**src/rtl/gf8_pkg.sv**
```systemverilog
// gf8_pkg
// Shared types and constants for the GF(2^3) multiplier slice.
//   gf8_t       : field element, 3 bits
//   gf8_poly_t  : unreduced carry-less product, 5 bits
//   IRRED       : field polynomial x^3+x+1
//   SEED_*/TAPS_*: operand generator seeds and feedback taps
//   clmul3      : 3x3 carry-less product
//   gf8_reduce  : reduce a 5-bit product modulo IRRED
package gf8_pkg;

    typedef logic [2:0] gf8_t;
    typedef logic [4:0] gf8_poly_t;

    localparam logic [3:0] IRRED  = 4'b1011;
    localparam gf8_t       SEED_A = 3'b001;
    localparam gf8_t       SEED_B = 3'b111;
    localparam gf8_t       TAPS_A = 3'b110;
    localparam gf8_t       TAPS_B = 3'b101;

    function automatic gf8_poly_t clmul3(input gf8_t x, input gf8_t y);
        gf8_poly_t p;
        p = '0;
        for (int i = 0; i < 3; i++) begin
            if (y[i]) p = p ^ (gf8_poly_t'(x) << i);
        end
        return p;
    endfunction

    // Clears bit 4 then bit 3 by folding in shifted copies of IRRED.
    // Equivalent to q0=Q0^Q3, q1=Q1^Q3^Q4, q2=Q2^Q4.
    function automatic gf8_t gf8_reduce(input gf8_poly_t p);
        gf8_poly_t r;
        r = p;
        for (int k = 4; k >= 3; k--) begin
            if (r[k]) r = r ^ (gf8_poly_t'(IRRED) << (k - 3));
        end
        return r[2:0];
    endfunction

endpackage

```
**src/rtl/gf8_mul_core.sv**
```systemverilog
// gf8_mul
// Combinational GF(2^3) multiplier: carry-less product Q, then reduction
// modulo x^3+x+1.
// Ports:
//   i_a, i_b : operands
//   o_p      : reduced field product
module gf8_mul
    import gf8_pkg::*;
(
    input  gf8_t i_a,
    input  gf8_t i_b,
    output gf8_t o_p
);

    gf8_poly_t Q;

    assign Q   = clmul3(i_a, i_b);
    assign o_p = gf8_reduce(Q);

endmodule

```
**src/rtl/gf8_mul_lfsr3.sv**
```systemverilog
// lfsr3
// 3-bit Fibonacci LFSR, shift-left, feedback = XOR of (state & TAPS).
// Ports:
//   Clk     : clock, rising edge
//   nRst    : asynchronous reset, active-high; loads SEED
//   o_state : current LFSR state
module lfsr3
    import gf8_pkg::*;
#(
    parameter gf8_t SEED = SEED_A,
    parameter gf8_t TAPS = TAPS_A
) (
    input  logic Clk,
    input  logic nRst,
    output gf8_t o_state
);

    // The state is visible as both `a` and `b` so that the instance
    // names ran1.a and ran2.b resolve to the generator state.
    gf8_t a;
    gf8_t b;

    always_ff @(posedge Clk or posedge nRst) begin
        if (nRst) a <= SEED;
        else      a <= {a[1:0], ^(a & TAPS)};
    end

    assign b       = a;
    assign o_state = b;

endmodule

```
**src/rtl/gf8_mul_top.sv**
```systemverilog
// gf8_mul_top
// Self-stimulating GF(2^3) multiplier: two LFSRs feed the multiplier and the
// reduced product is registered onto q.
// Ports:
//   Clk  : clock, rising edge
//   nRst : asynchronous reset, active-high (despite the name)
//   q    : registered product of the previous cycle's operands
module gf8_mul_top
    import gf8_pkg::*;
(
    input  logic       Clk,
    input  logic       nRst,
    output logic [2:0] q
);

    gf8_t w_a;
    gf8_t w_b;
    gf8_t w_p;

    lfsr3 #(.SEED(SEED_A), .TAPS(TAPS_A)) ran1 (
        .Clk     (Clk),
        .nRst    (nRst),
        .o_state (w_a)
    );

    lfsr3 #(.SEED(SEED_B), .TAPS(TAPS_B)) ran2 (
        .Clk     (Clk),
        .nRst    (nRst),
        .o_state (w_b)
    );

    gf8_mul mul1 (
        .i_a (w_a),
        .i_b (w_b),
        .o_p (w_p)
    );

    always_ff @(posedge Clk or posedge nRst) begin
        if (nRst) q <= 3'b000;
        else      q <= w_p;
    end

endmodule

```
**config.mk**
```make
export PLATFORM = sky130hd
export DESIGN_NAME = gf8_mul_top
export DESIGN_NICKNAME = d
export VERILOG_FILES = /design/src/rtl/gf8_pkg.sv /design/src/rtl/gf8_mul_core.sv /design/src/rtl/gf8_mul_lfsr3.sv /design/src/rtl/gf8_mul_top.sv
export SDC_FILE = /design/constraint.sdc
export NUM_CORES = 1
export LEC_CHECK = 0
export CORE_AREA = 2 2 39 41
export CTS_CLUSTER_SIZE = 24
export DETAILED_ROUTE_END_ITERATION = 10
export DIE_AREA = 0 0 41 43
export DONT_BUFFER_PORTS = 1
export SETUP_SLACK_MARGIN = 0.1
export SYNTH_ARGS = -nofsm -noshare
export SYNTH_HDL_FRONTEND = slang
export SYNTH_SLANG_ARGS = --single-unit
```
**constraint.sdc**
```tcl
create_clock -name Clk -period 1.7 [get_ports Clk]
set_input_delay 0.425 -clock Clk [delete_from_list [all_inputs] [get_ports Clk]]
set_output_delay 0.425 -clock Clk [all_outputs]
set_load 0.05 [all_outputs]
```
After elaboration in Yosys (flattened, before gate mapping):

Index checks and enable logic that the tools add are counted.
W data, S select, Z words.

* register bits after elaboration: 9
* input bits: 2
* output and inout port bits: 3
* word-level logic and storage cells: 14

* multiplexer cells: 5
* bitwise operators: 4
* reduce and logical (&&, ||, !) cells: 2

Operators by type and width (count)
* $mux W5: 2
* $mux W3: 2
* $reduce_xor A3 Y1: 2
* $xor A5 B4 Y5: 1
* $xor A5 B5 Y5: 1
* $not A2 Y2: 2
* $mux W2: 1

Longest topological paths before layout:

Gate-level depths: netlist of the first run.

* depth after elaboration: 9
* depth in mapped cells: 5

By module:

From an unflattened synthesis of the first run, not the netlist that was laid out.

* cell total of the unflattened synthesis: 43
* area, all modules: 465.4 µm²

By module, submodules not included
* gf8_mul: instances 1, cells an instance 29, area each 206.4 µm², seq. area each 0.0 µm²
* lfsr3 at ran2: instances 1, cells an instance 5, area each 91.3 µm², seq. area each 78.8 µm²
* lfsr3 at ran1: instances 1, cells an instance 5, area each 88.8 µm², seq. area each 76.3 µm²
* gf8_mul_top: instances 1, cells an instance 4, area each 78.8 µm², seq. area each 75.1 µm²

Worst setup path before layout of the first run:

OpenSTA, ideal clock, no wires.

* path type: flip-flop to flip-flop
* start point: register ran2.a[0], in the netlist ran2.o_state[0]
* end point: register q[1]
* setup time: 0.132 ns
* arrival: 1.118 ns
* required time: 1.568 ns
* path slack: 0.450 ns
* cell stages (with the launch flop): 5
* period minus slack after synthesis: 1.250 ns
* path through: dfstp_2 -> buf_4 -> mux2_2 -> nand3_1 -> a31oi_1

* longest elaborated chain between the ends: 9

Ends and longest elaborated chain
* start, declared: RTL line gf8_mul_lfsr3.sv:20 `gf8_t a;`
* start signal, assigned: RTL line gf8_mul_lfsr3.sv:25 `else a <= {a[1:0], ^(a & TAPS)};`
* $mux W3 (*): RTL line gf8_pkg.sv:24 `if (y[i]) p = p ^ (gf8_poly_t'(x) << i);`
* $xor A5 B4 Y5: RTL line gf8_pkg.sv:24
* $mux W5 (*): RTL line gf8_pkg.sv:24
* $xor A5 B5 Y5: RTL line gf8_pkg.sv:24
* $mux W5 (*): RTL line gf8_pkg.sv:24
* $not A2 Y2 (no source line)
* $mux W3 (*): RTL line gf8_pkg.sv:35 `if (r[k]) r = r ^ (gf8_poly_t'(IRRED) << (k - 3));`
* $not A2 Y2 (no source line)
* $mux W2 (*): RTL line gf8_pkg.sv:35
* net mul1.o_p[1]: RTL line gf8_mul_core.sv:12 `output gf8_t o_p`
* end signal, assigned: RTL line gf8_mul_top.sv:40 `else q <= w_p;`
* end, declared: RTL line gf8_mul_top.sv:13 `output logic [2:0] q`

Mark *: on every way through the listed nets, which the timed path passes. The rest lies on a longest branch.

Final worst setup path of the first run:

Ends and elaborated chain as after synthesis.

==> qor.csv, run 1 <==
metric,value,unit
class of the worst hold path,in -> async,
minimum clock period,1.31,ns
Root Driver,clkbuf_4,
Post-Syn Area,484,µm²
Final Non-Filler Cells,62,
Pins Over Slew Limit,0,
Yosys cell types,23,
clock sinks,9,
layout cells sized above 1,28.3,%
CP Max Fanout,11,
Setup CP Type,reg -> reg,
Max stage delay on crit path,0.65,ns
Synth area leader,dfrtp_1,
die width,41,µm
Post-synth EDFFs,0,
"Avg Cell Area, Syn",10.8,µm²
vias in the first global route,306,
DRC Markers,0,
"Arr. time, crit path",1.43,ns
H-tree lvl count,1,
sequential share of the synthesized area,47.5,%
Core ar.,1380,µm²
outcome,"finished, final reports clean",
CTS Hold Bufs,0,
Worst-path clk slew,0.06,ns
GPL Wtd Cong,0.700,
cell family with most CP delay,flip-flops,
total negative slack,0,ns
Initial Util,35.0,%
Final Instance Area,500,µm²
chip height,43,µm
clock skew,0.00218,ns
Std-Cell Rows,14,
Lkg Pwr,0.000211,µW
total track usage,11.3,%
max cap viols,0,
PD cells,751,nW/µm²
Routed WL per cell,11.5,µm
first-pass GRT wire length,1.32,mm
YS warnings,0,
IO Count,5,
die area,1760,µm²
Synth-to-Final Area Change,3.36,%
area share of the largest cell type after synthesis,25.8,%
Placed Instances,58,
Max Buffers Root-to-Sink,2,
initial antenna violation count,0,
CTS resizes,0,
Cells after Synth,45,
final setup vio count,0,
crit share post-route,76.9,%
Routed Wire Length,715,µm
slowest CP cell,dfstp_2,
critical path buffer and inverter count,0,
commonest register cell after synthesis,dfrtp_1,
Final Hold Viols,0,
Slew @ Worst Pin,0.439,ns
largest net degree at the start of global routing,12,
DRT Pass-1 Iters,2,
Hold WS,0.0132,ns
relative max-transition margin,70.7,%
syn_nets,47,
synthesis-stage register bit count,9,
CP required,1.82,ns
via count,291,
"top cells by area, synth","dfrtp_1, dfstp_2, nand2_1",
First DRT Iteration DRCs,2,
maximum vdd drop,167,µV
maximum operating frequency,0.765,GHz
CP Launch Type,flip-flop,
DP HPWL,476,µm
Async SR Flop Fraction,100,%
post-DR vias/cell,4.69,
Post-DRT Antenna Nets,0,
Post-CTS Setup Inserts,0,
CP Capture Type,flip-flop,
unrepaired setup endpoints after global routing,false,
number of CTS-inserted buffers,3,
dpl cell area,474,µm²
"count leader, synth",nand2_1,
CTS tree,built,
CP Cell Sequence,mux2_2 -> nand3_1 -> a31oi_1,
top post-synthesis cells by count,"nand2_1, dfrtp_1, dfstp_2",
Antenna Cells,0,
Util after Layout,36.2,%
Congestion Overflow GR,0,
PortBufs,0,
"Net count, final",49,
clock latency on the worst-skew pair,0.25,ns
## final timing paths
| path | start | slack, ns | depth (start not counted) | to |
|---|---|---|---|---|
| max | ran2.o_state[0]$_DFF_PP1_ | 0.39 | 3 | q[1]$_DFF_PP0_ |
| min | nRst | 0.01 | 1 | q[2]$_DFF_PP0_ |
| max reg2reg | ran2.o_state[0]$_DFF_PP1_ | 0.39 | 3 | q[1]$_DFF_PP0_ |
| min reg2reg | ran2.o_state[1]$_DFF_PP1_ | 0.43 | 0 | ran2.o_state[2]$_DFF_PP1_ |
| max in group asynchronous | nRst | 1.39 | 1 | ran1.o_state[0]$_DFF_PP1_ |
| min in group Clk | ran2.o_state[1]$_DFF_PP1_ | 0.43 | 0 | ran2.o_state[2]$_DFF_PP1_ |
## through the flow
step / setup WS [ns] / total power [µW]
finish: 0.392 / 376
global route: 0.290 / 399
CTS: 0.381 / 385
detailed placement: 0.401 / 222
global placement: 0.422 / 222
floorplan: 0.450 / 221
## routing by layer
metal	GRT usage (%)	wire (µm)	vias up
met4	10.0	0	0
met3	1.57	5	0
met1	15.1	367	139
met2	15.0	343	3
met5	0	0	-
li1	-	-	149
## cell usage in the layout (no fill, tap or decap), drive strengths merged
| master | synthesis | final |
|---|---|---|
| a31oi | 1 | 1 |
| o211a | 1 | 1 |
| nor4b | 1 | 1 |
| nor2 | 2 | 2 |
| nor2b | 2 | 2 |
| clkbuf | 0 | 4 |
| xor2 | 3 | 3 |
| inv | 1 | 1 |
| a211oi | 1 | 1 |
| xnor2 | 2 | 2 |
| dfrtp | 5 | 5 |
| dfstp | 4 | 4 |
| mux2i | 1 | 1 |
| nand3 | 2 | 2 |
| a21oi | 1 | 1 |
| o21ai | 1 | 1 |
| nand2 | 8 | 8 |
| mux2 | 1 | 1 |
| a22oi | 1 | 1 |
| nand2b | 4 | 4 |
## worst register-to-register path, stage by stage, from the launching register on
cell     delay (ns)
dfstp_2        0.65
mux2_2         0.36
nand3_1        0.08
a31oi_1        0.08
## report_power, final
group / switching [µW] / leakage [µW] / internal (µW)
combinational: 3.85 / 0.0000851 / 0.204
clock: 67.2 / 0.0000150 / 90.0
sequential: 0 / 0.000111 / 215
## area by class of cell
type | instances | area (µm²)
Clock buffer | 4 | 26.3
Fill cell | 141 | 883
Tap cell | 16 | 20.0
Multi-Input combinational cell | 32 | 220
Inverter | 1 | 3.75
Sequential cell | 9 | 230
## registers in the layout, indices dropped and copies added (netlist names)
register and count:
q 3, ran2.o_state 3, ran1.o_state 3
## logic make-up (layout without fill, tap and decap cells)
logic type | Yosys count | in the layout | synth area share [%]
muxes | 2 | 2 | 4.39
DFF | 9 | 9 | 47.5
xor gates and xnor gates | 5 | 5 | 9.05
and+or+nand+nor | 19 | 19 | 21.7
AOI/OAI and AO/OA | 6 | 6 | 10.3
buffers and inverters | 4 | 5 | 6.98
(Power assumes the default switching activity.)
==> inputs of run 2 (changes only) <==
Clock period 1.7 ns to 1.1 ns, I/O delays scaled along.
==> qor.csv, run 2 (synthesis gave the netlist of run 1 again) <==
metric,value,unit,change
outcome,"complete, but fails checks",,"was finished, final reports clean"
failing checks,negative setup slack,,
Synth-to-Final Area Change,34.9,%,was 3.36%
Placed Instances,68,,was 58
Hold WS,0.407,ns,was 0.0132 ns
FF-to-FF Start,ran2.o_state[1]$_DFF_PP1_,,was ran2.o_state[0]$_DFF_PP1_
via count,361,,was 291
clock latency on the worst-skew pair,0.26,ns,was 0.25 ns
final setup vio count,3,,was 0
Root Driver,clkbuf_4,,unchanged
Final Non-Filler Cells,75,,was 62
largest net degree at the start of global routing,10,,was 12
Final Instance Area,653,µm²,was 500 µm²
Worst-path clk slew,0.06,ns,about the same
layout cells sized above 1,45.8,%,was 28.3%
CP Cell Sequence,nor2b_1 -> mux2i_1 -> o211a_1 -> a31oi_1,,was mux2_2 -> nand3_1 -> a31oi_1
Initial Util,35.0,%,unchanged
die width,41,µm,unchanged
initial antenna violation count,0,,unchanged
DRT Pass-1 Iters,4,,was 2
Post-DRT Antenna Nets,0,,unchanged
maximum operating frequency,0.794,GHz,was 0.765 GHz
CP required,1.28,ns,was 1.82 ns
Congestion Overflow GR,0,,unchanged
total negative slack,-0.420,ns,was 0 ns
number of CTS-inserted buffers,3,,unchanged
total track usage,12.8,%,was 11.3%
chip height,43,µm,unchanged
crit share post-route,115,%,was 76.9%
dpl cell area,566,µm²,was 474 µm²
fill count,131,,was 141
Antenna Cells,0,,unchanged
CP startpoint,ran2.o_state[1]$_DFF_PP1_,,was ran2.o_state[0]$_DFF_PP1_
"commonest non-fill, non-tap cell in the layout",nand2_1,,unchanged
sequential share of power,55.7,%,was 57.1%
PortBufs,0,,unchanged
Max Buffers Root-to-Sink,2,,unchanged
clock skew,0.00751,ns,was 0.00218 ns
unrepaired setup endpoints after global routing,true,,was false
First DRT Iteration DRCs,9,,was 2
switching power,122,µW,was 71.0 µW
DRC Markers,0,,unchanged
vias in the first global route,321,,was 306
CTS tree,built,,unchanged
Lkg Pwr,0.000293,µW,was 0.000211 µW
first-pass GRT wire length,1.47,mm,was 1.32 mm
Int Power,474,µW,was 305 µW
Core ar.,1380,µm²,unchanged
"Arr. time, crit path",1.44,ns,was 1.43 ns
die area,1760,µm²,unchanged
pre-CTS setup slack,-0.155,ns,was 0.401 ns
CP Max Fanout,5,,was 11
Switching Share,20.5,%,was 18.9%
Final Hold Viols,0,,unchanged
slowest CP cell,dfstp_2,,unchanged
minimum clock period,1.26,ns,was 1.31 ns
CP Capture Type,flip-flop,,unchanged
combinational power share,1.5,%,was 1.1%
class of the worst hold path,in -> async,,unchanged
post-DR vias/cell,4.81,,was 4.69
Std-Cell Rows,14,,unchanged
most frequent cells in the layout,"nand2_1, buf_4, dfrtp_1",,"was nand2_1, dfrtp_1, dfstp_2"
maximum vdd drop,567,µV,was 167 µV
clock sinks,9,,unchanged
Routed WL per cell,12.1,µm,was 11.5 µm
Setup CP Type,reg -> reg,,unchanged
Routed Wire Length,907,µm,was 715 µm
IO Count,5,,unchanged
CP Launch Type,flip-flop,,unchanged
Pins Over Slew Limit,0,,unchanged
clock power share,42.8,%,was 41.8%
GPL Wtd Cong,0.707,,was 0.700
Max stage delay on crit path,0.59,ns,was 0.65 ns
DP HPWL,606,µm,was 476 µm
PD cells,913,nW/µm²,was 751 nW/µm²
H-tree lvl count,1,,unchanged
"Net count, final",62,,was 49
Slew @ Worst Pin,0.334,ns,was 0.439 ns
relative max-transition margin,77.7,%,was 70.7%
max cap viols,0,,unchanged
Setup WS post-layout,-0.160,ns,was 0.392 ns
## run 2: cell count changes in the layout (fill, tap and decap cells not counted), sizes merged
cell and change:
dlygate4sd3 +1, buf +12
## run 2: stage by stage
step,util (%),power (µW)
5_1_grt,47.2,635
2_1_floorplan,-,342
3_5_place_dp,40.9,344
3_3_place_gp,40.9,344
4_1_cts,46.6,606
6_report,47.2,596
## run 2: what timing repair did
action                     4_1_cts  5_1_grt
hold endpoints to repair         5        0
pin swaps                        2        2
buffers inserted                 2        0
cloned                           0        0
resized for setup                6        1
hold buffers                     1        0
setup endpoints to repair        6        7
## run 2: power by group through the flow
stage	Clock [µW]	Combinational (µW)	Sequential (µW)
after floorplan	0	5.00	337
after CTS	265	9.64	332
final	255	9.00	332
after global routing	292	10.9	331
after global placement	0	6.73	337
after detailed placement	0	6.88	337
## run 2: metal layers
| layer | wire length [µm] | global-route usage, % | vias to the layer above |
|---|---|---|---|
| met2 | 456 | 20.0 | 12 |
| li1 | - | - | 175 |
| met1 | 386 | 14.6 | 170 |
| met3 | 44 | 4.71 | 4 |
| met5 | 0 | 0 | - |
| met4 | 20 | 6.00 | 0 |
## run 2: critical path, delay by kind of cell, from the launching register on
kind / cells / cell delay [ns]
multiplexers: 1 / 0.07
AO/OA/AOI/OAI: 2 / 0.37
AND/OR/NAND/NOR: 1 / 0.14
flip-flops: 1 / 0.59
## run 2: final timing paths
path	endpoint	slack, ns	cells past startpoint
worst max-delay path	q[1]$_DFF_PP0_	-0.16	4
worst min-delay path	q[2]$_DFF_PP0_	0.41	2
worst max register to register	q[1]$_DFF_PP0_	-0.16	4
worst min register to register	ran2.o_state[2]$_DFF_PP1_	0.41	0
max in group asynchronous	ran1.o_state[0]$_DFF_PP1_	0.39	2
min in group Clk	ran2.o_state[2]$_DFF_PP1_	0.41	0
## run 2: layout make-up
| class | count | area [µm²] | area share [%] |
|---|---|---|---|
| Clock buffer | 4 | 26.3 | 4.02 |
| Sequential cell | 9 | 230 | 35.2 |
| Tap cell | 16 | 20.0 | 3.07 |
| Multi-Input combinational cell | 32 | 245 | 37.5 |
| Timing Repair Buffer | 13 | 128 | 19.5 |
| Inverter | 1 | 3.75 | 0.575 |
==> inputs of run 3 (changes only) <==
Settings changed: CAP_MARGIN set to 15.
Clock period 1.1 ns to 1.53 ns, I/O delays scaled along.
==> qor.csv, run 3 (synthesis gave the netlist of run 1 again) <==
metric,value,unit,change
outcome,"finished, final reports clean",,"was complete, but fails checks"
Synth-to-Final Area Change,5.43,%,was 34.9%
"commonest non-fill, non-tap cell in the layout",nand2_1,,unchanged
relative max-transition margin,70.4,%,was 77.7%
"Arr. time, crit path",1.41,ns,was 1.44 ns
PD cells,813,nW/µm²,was 913 nW/µm²
maximum operating frequency,0.773,GHz,was 0.794 GHz
via count,310,,was 361
pre-CTS setup slack,0.245,ns,was -0.155 ns
final setup vio count,0,,was 3
"Net count, final",50,,was 62
total negative slack,0,ns,was -0.420 ns
CP required,1.65,ns,was 1.28 ns
Slew @ Worst Pin,0.444,ns,was 0.334 ns
clock skew,0.00216,ns,was 0.00751 ns
crit share post-route,84.6,%,was 115%
Congestion Overflow GR,0,,unchanged
Core ar.,1380,µm²,unchanged
CP Max Fanout,11,,was 5
Antenna Cells,0,,unchanged
Max Buffers Root-to-Sink,2,,unchanged
Final Non-Filler Cells,63,,was 75
Routed Wire Length,691,µm,was 907 µm
Post-DRT Antenna Nets,0,,unchanged
CTS Hold Bufs,1,,unchanged
Max Used Layer,met4,,unchanged
Worst-path clk slew,0.06,ns,about the same
reg2reg path depth,3,,was 4
Post-CTS Setup Inserts,0,,was 2
Initial Util,35.0,%,unchanged
CP Capture Type,flip-flop,,unchanged
Pins Over Slew Limit,0,,unchanged
first-pass GRT wire length,1.14,mm,was 1.47 mm
Setup WS post-layout,0.236,ns,was -0.160 ns
DRT Pass-1 Iters,2,,was 4
number of CTS-inserted buffers,3,,unchanged
Placed Instances,58,,was 68
Lkg Pwr,0.000215,µW,was 0.000293 µW
clock sinks,9,,unchanged
die area,1760,µm²,unchanged
die width,41,µm,unchanged
max cap viols,0,,unchanged
WL met1,322,µm,was 386 µm
CTS tree,built,,unchanged
initial antenna violation count,0,,unchanged
vias in the first global route,277,,was 321
unrepaired setup endpoints after global routing,false,,was true
DP HPWL,517,µm,was 606 µm
total track usage,10.0,%,was 12.8%
most frequent cells in the layout,"nand2_1, dfrtp_1, dfstp_2",,"was nand2_1, buf_4, dfrtp_1"
wire length on met3,14,µm,was 44 µm
GPL Wtd Cong,0.733,,was 0.707
Routed WL per cell,11.0,µm,was 12.1 µm
layout cells sized above 1,27.7,%,was 45.8%
class of the worst hold path,reg -> reg,,was in -> async
CTS resizes,0,,was 6
chip height,43,µm,unchanged
IO Count,5,,unchanged
minimum clock period,1.29,ns,was 1.26 ns
H-tree lvl count,1,,unchanged
maximum vdd drop,199,µV,was 567 µV
Hold Crit Depth,0,,
DRC Markers,0,,unchanged
Util after Layout,36.9,%,was 47.2%
PortBufs,0,,unchanged
largest net degree at the start of global routing,12,,was 10
Final Hold Viols,0,,unchanged
Setup CP Type,reg -> reg,,unchanged
CP Launch Type,flip-flop,,unchanged
clock latency on the worst-skew pair,0.25,ns,was 0.26 ns
Root Driver,clkbuf_4,,unchanged
met2 wire length,341,µm,was 456 µm
Std-Cell Rows,14,,unchanged
First DRT Iteration DRCs,5,,was 9
fill count,139,,was 131
post-DR vias/cell,4.92,,was 4.81
==> run 3: final timing paths <==
check,end,startpoint,slack (ns)
setup / recovery,q[1]$_DFF_PP0_,ran2.o_state[0]$_DFF_PP1_,0.24
hold reg to reg,ran2.o_state[2]$_DFF_PP1_,ran2.o_state[1]$_DFF_PP1_,0.42
min in group asynchronous,q[2]$_DFF_PP0_,nRst,0.53
setup reg to reg,q[1]$_DFF_PP0_,ran2.o_state[0]$_DFF_PP1_,0.24
max in group asynchronous,ran1.o_state[0]$_DFF_PP1_,nRst,0.71
hold / removal,ran2.o_state[2]$_DFF_PP1_,ran2.o_state[1]$_DFF_PP1_,0.42
==> run 3: stage by stage <==
stage               hold slack (ns)  cell area (µm²)  total power, µW
floorplan                     0.208              484              246
global placement              0.243              474              247
detailed placement            0.244              474              247
CTS                           0.426              510              422
global route                  0.440              510              440
finish                        0.425              510              415
==> run 3: layout make-up <==
| cell class | count | area (µm²) | area share, % |
|---|---|---|---|
| multi-input combinational | 32 | 220 | 43.1 |
| sequential | 9 | 230 | 45.1 |
| inverter | 1 | 3.75 | 0.735 |
| tap | 16 | 20.0 | 3.92 |
| timing repair buffer | 1 | 10.0 | 1.96 |
| clock buffer | 4 | 26.3 | 5.15 |
==> run 3: layer usage <==
layer | vias to the layer above | GRT usage [%]
met5 | - | 0
met3 | 2 | 3.14
li1 | 154 | -
met4 | 0 | 8.00
met2 | 5 | 14.1
met1 | 149 | 11.8
==> run 3: worst max-delay path: stages (launching register included) <==
cell	delay, ns
dfstp_2	0.64
mux2_2	0.36
nand3_1	0.08
a31oi_1	0.08
==> run 3: report_power, final <==
part           internal, µW  switching [µW]  total, µW
Sequential              239               0        239
Combinational          1.87            4.50       6.37
Clock                  99.7            70.5        170
Total                   340            75.0        415
